--- config.mk ---
export PLATFORM = sky130hd
export DESIGN_NAME = bird_physics_flat
export DESIGN_NICKNAME = d
export VERILOG_FILES = /design/src/rtl/bird_physics_if.sv /design/src/rtl/bird_physics.sv /design/src/flat_wrapper.sv
export SDC_FILE = /design/constraint.sdc
export NUM_CORES = 1
export LEC_CHECK = 0
export CORE_MARGIN = 5
export CORE_UTILIZATION = 50
export CTS_BUF_LIST = sky130_fd_sc_hd__clkbuf_2 sky130_fd_sc_hd__clkbuf_4 sky130_fd_sc_hd__clkbuf_8
export DETAILED_ROUTE_END_ITERATION = 7
export GPL_TIMING_DRIVEN = 1
export PLACE_DENSITY = 0.78
export SETUP_SLACK_MARGIN = 0.4
export SYNTH_ARGS = -nofsm -noshare
export SYNTH_HDL_FRONTEND = slang
export SYNTH_SLANG_ARGS = --single-unit
--- constraint.sdc ---
create_clock -name frameClock -period 3.6 [get_ports frameClock]
set_clock_uncertainty 0.05 [all_clocks]
set_input_delay 0.54 -clock frameClock [delete_from_list [all_inputs] [get_ports frameClock]]
set_output_delay 0.54 -clock frameClock [all_outputs]
set_load 0.03 [all_outputs]
--- src/rtl/bird_physics_if.sv ---
// Frame-tick link between the frame-rate divider (master) and the bird motion engine (slave).
// frameTick is a one-cycle request with no backpressure; the slave always accepts it and answers
// with a one-cycle updateDone the cycle after a tick that actually moved the bird.
interface bird_physics_if;
  logic frameTick;
  logic updateDone;

  modport master (output frameTick, input updateDone);
  modport slave  (input frameTick, output updateDone);
endinterface

--- src/rtl/bird_physics.sv ---
// Per-frame bird motion engine: gravity, flap impulse, ceiling/floor clamps and the
// idle/play/dead game state that drives rendering and scoring.
module bird_physics #(
  parameter int SCREEN_H     = 120,
  parameter int BIRD_H       = 8,
  parameter int START_Y      = 56,
  parameter int GRAVITY      = 1,
  parameter int FLAP_IMPULSE = 5,
  parameter int MAX_FALL     = 4,
  parameter int Y_W          = 7
) (
  input  logic                  frameClock,
  input  logic                  resetLow,
  bird_physics_if.slave         tickBus,
  input  logic                  flap,
  input  logic                  collision,
  output logic [Y_W-1:0]        birdY,
  output logic signed [4:0]     birdVel,
  output logic                  playing,
  output logic                  dead,
  output logic [1:0]            debugState
);

  typedef enum logic [1:0] {IDLE = 2'd0, PLAY = 2'd1, DEAD = 2'd2} state_t;

  localparam logic [Y_W-1:0]        FLOOR_Y   = Y_W'(SCREEN_H - BIRD_H);
  localparam logic signed [Y_W+1:0] FLOOR_S   = (Y_W+2)'(SCREEN_H - BIRD_H);
  localparam logic [Y_W-1:0]        START_V   = Y_W'(START_Y);
  localparam logic signed [5:0]     GRAV_S    = 6'(GRAVITY);
  localparam logic signed [5:0]     MAXFALL_S = 6'(MAX_FALL);
  localparam logic signed [4:0]     FLAP_VEL  = 5'(-FLAP_IMPULSE);

  state_t state, nextState;
  logic [Y_W-1:0]        nextY;
  logic signed [4:0]     nextVel, newVel, gravVel;
  logic signed [5:0]     velInc;
  logic signed [Y_W+1:0] newY;
  logic flapPrev, flapArmed, flapPending, nextPending, flapEdge, pendEff;
  logic updateDoneQ, nextDone;

  // flapArmed keeps a button held through reset from counting as a fresh press.
  assign flapEdge = flap & ~flapPrev & flapArmed;
  assign pendEff  = flapPending | flapEdge;

  always_comb begin
    velInc  = {birdVel[4], birdVel} + GRAV_S;
    gravVel = (velInc > MAXFALL_S) ? MAXFALL_S[4:0] : velInc[4:0];
    newVel  = pendEff ? FLAP_VEL : gravVel;
    newY    = $signed({2'b00, birdY}) + $signed({{(Y_W-3){newVel[4]}}, newVel});
  end

  always_comb begin
    nextState   = state;
    nextY       = birdY;
    nextVel     = birdVel;
    nextPending = flapPending;
    nextDone    = 1'b0;
    case (state)
      IDLE: begin
        nextY   = START_V;
        nextVel = '0;
        if (flapEdge) begin
          nextState   = PLAY;
          nextPending = 1'b1;
        end
      end
      PLAY: begin
        if (collision) begin
          // Collision wins over a coincident tick; that tick is dropped.
          nextState   = DEAD;
          nextVel     = '0;
          nextPending = 1'b0;
        end else if (tickBus.frameTick) begin
          nextDone    = 1'b1;
          nextPending = 1'b0;
          if (newY[Y_W+1]) begin
            nextY   = '0;
            nextVel = newVel;
          end else if (newY >= FLOOR_S) begin
            nextY     = FLOOR_Y;
            nextVel   = '0;
            nextState = DEAD;
          end else begin
            nextY   = newY[Y_W-1:0];
            nextVel = newVel;
          end
        end else if (flapEdge) begin
          nextPending = 1'b1;
        end
      end
      DEAD: begin
        nextVel     = '0;
        nextPending = 1'b0;
        if (flapEdge) begin
          nextState = IDLE;
          nextY     = START_V;
        end
      end
      default: begin
        nextState   = IDLE;
        nextY       = START_V;
        nextVel     = '0;
        nextPending = 1'b0;
      end
    endcase
  end

  always_ff @(posedge frameClock or negedge resetLow) begin
    if (!resetLow) begin
      state       <= IDLE;
      birdY       <= START_V;
      birdVel     <= '0;
      flapPending <= 1'b0;
      flapPrev    <= 1'b0;
      flapArmed   <= 1'b0;
      updateDoneQ <= 1'b0;
      playing     <= 1'b0;
      dead        <= 1'b0;
    end else begin
      state       <= nextState;
      birdY       <= nextY;
      birdVel     <= nextVel;
      flapPending <= nextPending;
      flapPrev    <= flap;
      flapArmed   <= flapArmed | ~flap;
      updateDoneQ <= nextDone;
      playing     <= (nextState == PLAY);
      dead        <= (nextState == DEAD);
    end
  end

  assign tickBus.updateDone = updateDoneQ;
  assign debugState         = state;

endmodule

--- src/flat_wrapper.sv ---
// flat-port wrapper written by rule: the top's interface ports become plain ports
module bird_physics_flat 
#(
  parameter int SCREEN_H     = 120,
  parameter int BIRD_H       = 8,
  parameter int START_Y      = 56,
  parameter int GRAVITY      = 1,
  parameter int FLAP_IMPULSE = 5,
  parameter int MAX_FALL     = 4,
  parameter int Y_W          = 7
)
  (frameClock, resetLow, flap, collision, birdY, birdVel, playing, dead, debugState, tickBus_frameTick, tickBus_updateDone);
  bird_physics_if tickBus_i ();
  input  logic frameClock;
  input  logic resetLow;
  input  logic flap;
  input  logic collision;
  output logic [Y_W-1:0] birdY;
  output logic signed [4:0] birdVel;
  output logic playing;
  output logic dead;
  output logic [1:0] debugState;
  input wire logic [$bits(tickBus_i.frameTick)-1:0] tickBus_frameTick;
  output wire logic [$bits(tickBus_i.updateDone)-1:0] tickBus_updateDone;
  assign tickBus_i.frameTick = tickBus_frameTick;
  assign tickBus_updateDone = tickBus_i.updateDone;
  bird_physics #(.SCREEN_H(SCREEN_H), .BIRD_H(BIRD_H), .START_Y(START_Y), .GRAVITY(GRAVITY), .FLAP_IMPULSE(FLAP_IMPULSE), .MAX_FALL(MAX_FALL), .Y_W(Y_W)) u_core (.frameClock(frameClock), .resetLow(resetLow), .tickBus(tickBus_i), .flap(flap), .collision(collision), .birdY(birdY), .birdVel(birdVel), .playing(playing), .dead(dead), .debugState(debugState));
endmodule
==> results_tabular.tex, run 1 <==
\begin{tabular}{lr}
\hline
Metric & Value \\
\hline
\multicolumn{2}{l}{\textbf{Final layout}} \\
Design Area, Final & 0.00203 mm2 \\
Area overhead of the layout relative to synthesis & 47.0\% \\
Share of post-route cells with drive strength above 1 & 37.2\% \\
Final net count & 208 \\
Diodes inserted & 0 \\
\multicolumn{2}{l}{\textbf{Die}} \\
Initial standard-cell utilization of the core & 50.9\% \\
Ports & 22 \\
Die H & 62.5 um \\
Number of cell rows & 19 \\
X dimension of the die & 62.5 um \\
Area of the die & 0.00391 mm2 \\
Core region area & 0.00271 mm2 \\
\multicolumn{2}{l}{\textbf{Worst setup path}} \\
Category of the most critical setup path & flip-flop to flip-flop \\
FF-to-FF path depth & 18 \\
Register-to-register setup slack & 0.06 ns \\
Critical path data required time & 3.76 ns \\
Critical path launch point type & flip-flop \\
Critical path cell sequence & ha\_4, xnor2\_2, o22ai\_1, a21oi\_1, o22a\_1, a21o\_1, ha\_4, inv\_2, fa\_2, nand2b\_4, buf\_4, a2111oi\_4, a211oi\_2, buf\_4, buf\_6, and2b\_2, o22ai\_2, a22o\_1 \\
Largest fanout of any net on the critical path & 4 \\
Critical R2R Launch & u\_core.birdVel[0] \\
Cell at the slowest stage of the critical path & sky130\_fd\_sc\_hd\_\_dfrtp\_2 \\
Data arrival time of the critical path & 3.70 ns \\
FF-to-FF End & u\_core.birdY[6] \\
Worst path max stage delay & 0.46 ns \\
Type of destination of the critical path & flip-flop \\
\multicolumn{2}{l}{\textbf{Logic synthesis}} \\
Synth area leaders & sky130\_fd\_sc\_hd\_\_dfrtp\_1 (31\%), sky130\_fd\_sc\_hd\_\_ha\_1 (9.1\%), sky130\_fd\_sc\_hd\_\_dfstp\_2 (5.7\%) \\
Count of distinct cell types in the synthesized netlist & 44 \\
Leading register cell type out of synthesis & sky130\_fd\_sc\_hd\_\_dfrtp\_1 \\
Post-synth net total & 162 \\
Most instantiated library cell after synthesis & sky130\_fd\_sc\_hd\_\_dfrtp\_1 \\
Post-Synthesis Mean Instance Area & 9.45 um2 \\
Fraction of registers with async set/reset & 100\% \\
Post-synth EDFFs & 0 \\
Number of cells produced by synthesis & 146 \\
Number of synthesized register bits & 20 \\
Largest area contributor in the synthesized netlist & sky130\_fd\_sc\_hd\_\_dfrtp\_1 \\
Most numerous cell types in the synthesized netlist & sky130\_fd\_sc\_hd\_\_dfrtp\_1 (17), sky130\_fd\_sc\_hd\_\_ha\_1 (10), sky130\_fd\_sc\_hd\_\_nor2\_1 (10) \\
Share of synthesized area occupied by flip-flops and latches & 36.5\% \\
Share of the synthesized area in the top cell type & 30.8\% \\
Cell Area, Synth & 0.00138 mm2 \\
YS warnings & 0 \\
\multicolumn{2}{l}{\textbf{STA}} \\
Max-Slew Margin vs Limit & 39.0\% \\
Achievable frequency & 283 MHz \\
Final clock period utilization by the worst path & 98.3\% \\
Final hold violation count & 0 \\
Worst Slack Setup Final & 0.0602 ns \\
Number of setup violations in the final report & 0 \\
Hold slack & 0.430 ns \\
Slew @ Worst Pin & 0.912 ns \\
Minimum clock period after layout & 3.54 ns \\
Unrepaired setup endpoints after global routing & yes \\
Max-slew violation count & 0 \\
\multicolumn{2}{l}{\textbf{Routing}} \\
TritonRoute pass-1 iters & 5 \\
Routed len/inst & 17.4 um \\
Via-per-instance ratio & 5.96 \\
Remaining design rule violation count & 0 \\
Number of antenna-violating nets in the routed design & 0 \\
Total number of vias & 1,323 \\
Number of design-rule violations left by the first detailed-router iteration & 55 \\
WL final & 3850 um \\
\multicolumn{2}{l}{\textbf{Outcome}} \\
Status & complete, no violations \\
\multicolumn{2}{l}{\textbf{Power}} \\
Worst vdd ir & 0.749 mV \\
P per Cell Area & 787 mW/mm2 \\
P\_leak & 0.000820 uW \\
\multicolumn{2}{l}{\textbf{Place}} \\
Weighted congestion reported at the end of routability-driven placement & 0.924 \\
Standard cell area after detailed placement & 0.00168 mm2 \\
Number of port buffers & 21 \\
Post-DP HPWL & 2500 um \\
Worst slack after detailed placement & -0.175 ns \\
\multicolumn{2}{l}{\textbf{CTS}} \\
Worst-skew pair later-pin latency & 0.31 ns \\
Clock Sink Count & 20 \\
Clock input transition at the sequential cells of the worst setup and hold paths & 0.12 ns \\
Number of buffers created by CTS & 3 \\
Clock tree root buffer cell & sky130\_fd\_sc\_hd\_\_clkbuf\_4 \\
Hold-fix buffers, CTS & 0 \\
Clk buf depth & 2 \\
CTS H-tree lvls & 1 \\
Clock tree from TritonCTS & built \\
\multicolumn{2}{l}{\textbf{Min path}} \\
WHS Endpoint & u\_core.flapArmed \\
Worst hold-check path type & flip-flop to flip-flop \\
Min-Delay Startpoint & u\_core.flapArmed \\
Worst hold path cell count & 1 \\
\multicolumn{2}{l}{\textbf{Job}} \\
Max-cap viol count & 0 \\
\multicolumn{2}{l}{\textbf{GRT}} \\
Number of antenna violations at the first check in global routing & 0 \\
Aggregate global-route resource usage & 18.4\% \\
Overflow left after global routing & 0 \\
Via count of the first global-routing pass & 1,232 \\
Maximum number of pins on one net before global-route repair & 21 \\
First-pass GRT wire length & 6010 um \\
\hline
\end{tabular}
worst max path at each step:
stage / from / to / slack [ns] / depth (start not counted)
2_1_floorplan: u_core.birdVel[0] / u_core.birdVel[0] / 0.21 / 16
3_3_place_gp: flap / u_core.birdVel[0] / -0.01 / 14
3_5_place_dp: flap / u_core.birdY[6] / -0.17 / 14
4_1_cts: u_core.birdVel[0] / u_core.birdVel[3] / 0.08 / 16
5_1_grt: u_core.birdVel[1] / u_core.birdVel[1] / -0.13 / 17
6_report: u_core.birdVel[0] / u_core.birdY[6] / 0.06 / 18
registers in the layout (all words and copies together) (netlist names):
name / cells
u_core.birdVel: 5
u_core.birdY: 7
u_core.dead: 1
u_core.debugState: 2
u_core.flapArmed: 1
u_core.flapPending: 1
u_core.flapPrev: 1
u_core.playing: 1
u_core.tickBus.updateDone: 1
cells by family (layout without fill, tap and decap cells):
group | after synthesis | in the layout | synth area share [%]
multiplexers | 1 | 1 | 0.725
flip-flops | 20 | 20 | 36.5
AO/OA/AOI/OAI | 45 | 45 | 23.8
adder cells (fa/ha/maj) | 11 | 11 | 10.5
XOR/XNOR | 6 | 6 | 3.81
buffers and inverters | 11 | 56 | 3.63
AND/OR/NAND/NOR | 52 | 52 | 20.9
stage by stage:
| step | utilization [%] | power (uW) | TNS (ns) | instances |
|---|---|---|---|---|
| 6_report | 74.8 | 1600 | 0 | 222 |
| 5_1_grt | 74.8 | 1690 | -0.884 | 222 |
| 4_1_cts | 66.4 | 1310 | 0 | 213 |
| 3_5_place_dp | 62.1 | 1140 | -1.10 | 200 |
| 3_3_place_gp | 62.1 | 1110 | -0.0310 | 200 |
| 2_1_floorplan | - | 908 | 0 | 146 |
report_power, final:
group / leakage [uW] / switching, uW / internal (uW) / total (uW)
sequential: 0.000251 / 35.1 / 267 / 302
combinational: 0.000551 / 616 / 557 / 1170
clock: 0.0000184 / 70.8 / 50.8 / 122
total: 0.000820 / 722 / 875 / 1600
routing by layer:
layer	vias to the layer above	global-route usage [%]	share of wire, %
met5	-	0	0
met4	0	5.04	2.6
met3	13	4.14	5.8
met2	48	30.8	52
met1	642	23.6	40
li1	620	-	-
area by class of cell:
cell class	count	area, um2
Tap cell	31	38.8
Multi-Input combinational cell	115	1020
Timing Repair Buffer	45	405
Fill cell	187	682
Inverter	7	26.3
Sequential cell	20	508
Clock buffer	4	30.0
worst max-delay path, delay by kind of cell (launching register included):
kind | cells | cell delay [ns]
buffers and inverters | 4 | 0.42
AO/OA/AOI/OAI | 8 | 1.32
adder cells (fa/ha/maj) | 3 | 0.67
AND/OR/NAND/NOR | 2 | 0.37
flip-flops | 1 | 0.46
XOR/XNOR | 1 | 0.15
cells in the final DEF, fill, tap and decap left out, types with 4 or more instances in the layout:
| cell type | netlist | routed |
|---|---|---|
| sky130_fd_sc_hd__nor2b_1 | 6 | 6 |
| sky130_fd_sc_hd__a21oi_1 | 9 | 5 |
| sky130_fd_sc_hd__xnor2_1 | 5 | 4 |
| sky130_fd_sc_hd__buf_4 | 0 | 20 |
| sky130_fd_sc_hd__dfrtp_1 | 17 | 14 |
| sky130_fd_sc_hd__inv_1 | 7 | 5 |
| sky130_fd_sc_hd__ha_1 | 10 | 6 |
| sky130_fd_sc_hd__nand3_1 | 7 | 6 |
| sky130_fd_sc_hd__a21o_1 | 5 | 4 |
| sky130_fd_sc_hd__clkdlybuf4s50_1 | 0 | 21 |
| sky130_fd_sc_hd__nor2_1 | 10 | 9 |
| sky130_fd_sc_hd__buf_6 | 1 | 4 |
| sky130_fd_sc_hd__clkbuf_4 | 0 | 4 |
| sky130_fd_sc_hd__a22o_1 | 5 | 5 |
| sky130_fd_sc_hd__nand2_1 | 9 | 8 |
| sky130_fd_sc_hd__ha_4 | 0 | 4 |
timing repair:
item                                    CTS  global route
buffers inserted                          9             9
resized for setup                         7            31
pin swaps                                12            14
endpoints found under the hold margin     0             0
endpoints found under the setup margin   16            16
No activity file was read; power rests on OpenSTA's default activity.
==> inputs of run 2 (changes only) <==
CELL_PAD_IN_SITES_DETAIL_PLACEMENT = 0   (was not set)
CELL_PAD_IN_SITES_GLOBAL_PLACEMENT = 1   (was not set)
CORE_UTILIZATION = 38   (was 50)
SLEW_MARGIN = 20   (was not set)
==> run 2 against run 1 <==
Effect of this change: total power shrank 1.2%; first-iteration DRC count shrank 38%; largest cell class unchanged; count of clock-buffer cells in the layout shrank 1; final area grew 2.0%; clock power grew 48%; critical endpoint is now u_core.birdVel[2]; final cell count grew 6.8%; setup slack gained 0.065 ns; sequential power is essentially flat; flip-flop and latch count is the same; maximum frequency grew 1.9%; critical path type unchanged; critical path depth shrank 2; non-clock buffer count is the same.
==> results_tabular.tex, run 2 (synthesized netlist as in run 1, its figures left out) <==
\begin{tabular}{lr}
\hline
Metric & Value \\
\hline
\multicolumn{2}{l}{\textbf{CTS}} \\
Clk buf depth & 2 (unchanged) \\
CTS H-tree lvls & 1 (unchanged) \\
Clock tree root buffer cell & sky130\_fd\_sc\_hd\_\_clkbuf\_4 (unchanged) \\
Number of buffers created by CTS & 3 (unchanged) \\
Worst-skew pair later-pin latency & 0.30 ns (was 0.31 ns) \\
Clock tree from TritonCTS & built (unchanged) \\
Clock Sink Count & 20 (unchanged) \\
Hold-fix buffers, CTS & 0 (unchanged) \\
Clock input transition at the sequential cells of the worst setup and hold paths & 0.12 ns (about the same) \\
\multicolumn{2}{l}{\textbf{Final layout}} \\
Largest register FFs & 7 (unchanged) \\
Area overhead of the layout relative to synthesis & 49.9\% (was 47.0\%) \\
Share of post-route cells with drive strength above 1 & 37.2\% (unchanged) \\
Most common cell after layout, fill and taps aside & sky130\_fd\_sc\_hd\_\_buf\_4 (was sky130\_fd\_sc\_hd\_\_clkdlybuf4s50\_1) \\
Final net count & 208 (unchanged) \\
Most frequent cells in the layout & sky130\_fd\_sc\_hd\_\_buf\_4 (24), sky130\_fd\_sc\_hd\_\_clkdlybuf4s50\_1 (21), sky130\_fd\_sc\_hd\_\_dfrtp\_1 (14), sky130\_fd\_sc\_hd\_\_nor2\_1 (9), sky130\_fd\_sc\_hd\_\_nand2\_1 (8) (was sky130\_fd\_sc\_hd\_\_clkdlybuf4s50\_1 (21), sky130\_fd\_sc\_hd\_\_buf\_4 (20), sky130\_fd\_sc\_hd\_\_dfrtp\_1 (14), sky130\_fd\_sc\_hd\_\_nor2\_1 (9), sky130\_fd\_sc\_hd\_\_nand2\_1 (8)) \\
Non-filler cells, final & 237 (was 222) \\
Largest register by flop count & u\_core.birdY (unchanged) \\
Diodes inserted & 0 (unchanged) \\
\multicolumn{2}{l}{\textbf{Die}} \\
Die H & 70.3 um (was 62.5 um) \\
Ports & 22 (unchanged) \\
Core region area & 0.00342 mm2 (was 0.00271 mm2) \\
Initial standard-cell utilization of the core & 40.4\% (was 50.9\%) \\
Area of the die & 0.00494 mm2 (was 0.00391 mm2) \\
Number of cell rows & 21 (was 19) \\
X dimension of the die & 70.3 um (was 62.5 um) \\
\multicolumn{2}{l}{\textbf{STA}} \\
Max-slew violation count & 0 (unchanged) \\
Max-Slew Margin vs Limit & 42.5\% (was 39.0\%) \\
Achievable frequency & 288 MHz (was 283 MHz) \\
Number of setup violations in the final report & 0 (unchanged) \\
Slew @ Worst Pin & 0.860 ns (was 0.912 ns) \\
Minimum clock period after layout & 3.47 ns (was 3.54 ns) \\
Unrepaired setup endpoints after global routing & yes (unchanged) \\
Final hold violation count & 0 (unchanged) \\
Hold slack & 0.436 ns (was 0.430 ns) \\
Final clock period utilization by the worst path & 96.5\% (was 98.3\%) \\
Sum Neg Setup Slack & 0 ns (unchanged) \\
\multicolumn{2}{l}{\textbf{Worst setup path}} \\
FF-to-FF End & u\_core.birdVel[2] (was u\_core.birdY[6]) \\
Critical path launch point type & flip-flop (unchanged) \\
Critical path endpoint & u\_core.birdVel[2] (was u\_core.birdY[6]) \\
FF-to-FF path depth & 16 (was 18) \\
Data arrival time of the critical path & 3.61 ns (was 3.70 ns) \\
Register-to-register setup slack & 0.13 ns (was 0.06 ns) \\
Critical path data required time & 3.74 ns (was 3.76 ns) \\
Critical R2R Launch & u\_core.birdVel[0] (unchanged) \\
Type of destination of the critical path & flip-flop (unchanged) \\
Crit path launch & u\_core.birdVel[0] (unchanged) \\
Largest fanout of any net on the critical path & 6 (was 4) \\
Category of the most critical setup path & flip-flop to flip-flop (unchanged) \\
\multicolumn{2}{l}{\textbf{Routing}} \\
Number of antenna-violating nets in the routed design & 0 (unchanged) \\
Number of design-rule violations left by the first detailed-router iteration & 34 (was 55) \\
Remaining design rule violation count & 0 (unchanged) \\
Via-per-instance ratio & 5.21 (was 5.96) \\
TritonRoute pass-1 iters & 4 (was 5) \\
Total number of vias & 1,234 (was 1,323) \\
Routed len/inst & 14.8 um (was 17.4 um) \\
WL final & 3510 um (was 3850 um) \\
\multicolumn{2}{l}{\textbf{GRT}} \\
Maximum number of pins on one net before global-route repair & 21 (unchanged) \\
Number of antenna violations at the first check in global routing & 0 (unchanged) \\
First-pass GRT wire length & 5580 um (was 6010 um) \\
Met3 global-route usage & 1.58\% (was 4.14\%) \\
Via count of the first global-routing pass & 1,210 (was 1,232) \\
Aggregate global-route resource usage & 14.0\% (was 18.4\%) \\
GRT met1 Usage & 18.0\% (was 23.6\%) \\
GR peak layer & met2 (unchanged) \\
Overflow left after global routing & 0 (unchanged) \\
Met2 global-route usage & 23.8\% (was 30.8\%) \\
\multicolumn{2}{l}{\textbf{Place}} \\
Number of port buffers & 21 (unchanged) \\
Post-DP HPWL & 2510 um (was 2500 um) \\
Placed insts & 219 (was 200) \\
Weighted congestion reported at the end of routability-driven placement & 0.797 (was 0.924) \\
\multicolumn{2}{l}{\textbf{Power}} \\
P\_leak & 0.000830 uW (was 0.000820 uW) \\
Worst vdd ir & 0.475 mV (was 0.749 mV) \\
P per Cell Area & 762 mW/mm2 (was 787 mW/mm2) \\
\multicolumn{2}{l}{\textbf{Min path}} \\
Worst hold-check path type & flip-flop to flip-flop (unchanged) \\
\multicolumn{2}{l}{\textbf{Job}} \\
Max-cap viol count & 0 (unchanged) \\
\multicolumn{2}{l}{\textbf{Outcome}} \\
Status & complete, no violations (unchanged) \\
\hline
\end{tabular}
==> run 2: what timing repair did <==
action / in CTS / in global routing
setup buffers: 7 / 7
endpoints found under the hold margin: 0 / 0
setup endpoints to repair: 16 / 16
pin swaps: 4 / 10
resized for setup: 8 / 25
gates cloned: 0 / 0
==> run 2: power by group <==
group          switching [uW]  internal [uW]
clock network            68.2            112
registers                35.6            267
logic                     573            521
total                     677            900
==> run 2: critical path, stage by stage (launching register included) <==
cell	delay, ns
sky130_fd_sc_hd__dfrtp_2	0.47
sky130_fd_sc_hd__ha_4	0.20
sky130_fd_sc_hd__xnor2_4	0.14
sky130_fd_sc_hd__o22ai_1	0.09
sky130_fd_sc_hd__a21oi_1	0.13
sky130_fd_sc_hd__o22a_1	0.19
sky130_fd_sc_hd__a21o_1	0.18
sky130_fd_sc_hd__ha_4	0.15
sky130_fd_sc_hd__inv_2	0.03
sky130_fd_sc_hd__fa_2	0.34
sky130_fd_sc_hd__nand2b_4	0.15
sky130_fd_sc_hd__a21o_4	0.22
sky130_fd_sc_hd__a211oi_4	0.25
sky130_fd_sc_hd__nand4_2	0.15
sky130_fd_sc_hd__nor2b_4	0.16
sky130_fd_sc_hd__o211a_4	0.27
sky130_fd_sc_hd__a22o_1	0.20
==> run 2: layout make-up <==
cell class / instances / area, um2
Clock buffer: 3 / 22.5
Clock inverter: 1 / 30.0
Fill cell: 309 / 1350
Inverter: 7 / 26.3
Multi-Input combinational cell: 115 / 1030
Sequential cell: 20 / 508
Tap cell: 46 / 57.6
Timing Repair Buffer: 45 / 390
==> run 2: per-layer routing <==
metal / vias to the layer above / part of all wire (%)
met5: - / 0
met4: 0 / 1.2
met3: 6 / 2.6
met2: 14 / 51
met1: 593 / 45
li1: 621 / -
==> run 2: worst min path at each step <==
| stage | cells after the start | slack, ns | from | to |
|---|---|---|---|---|
| floorplan | 0 | 0.19 | resetLow | u_core.birdVel[0] |
| global placement | 1 | 0.41 | u_core.flapArmed | u_core.flapArmed |
| detailed placement | 1 | 0.42 | u_core.flapArmed | u_core.flapArmed |
| CTS | 1 | 0.45 | u_core.flapArmed | u_core.flapArmed |
| global route | 1 | 0.50 | u_core.flapArmed | u_core.flapArmed |
| finish | 1 | 0.44 | u_core.flapArmed | u_core.flapArmed |
==> run 2: stage by stage <==
| stage | setup WS [ns] | instance area [um2] | total power, uW | util (%) |
|---|---|---|---|---|
| after floorplan | 0.207 | 1410 | 908 | - |
| after global placement | 0.00212 | 1730 | 1150 | 50.7 |
| after detailed placement | -0.0673 | 1730 | 1170 | 50.7 |
| after CTS | 0.166 | 1870 | 1410 | 54.7 |
| after global routing | -0.0122 | 2070 | 1690 | 60.5 |
| final | 0.125 | 2070 | 1580 | 60.5 |
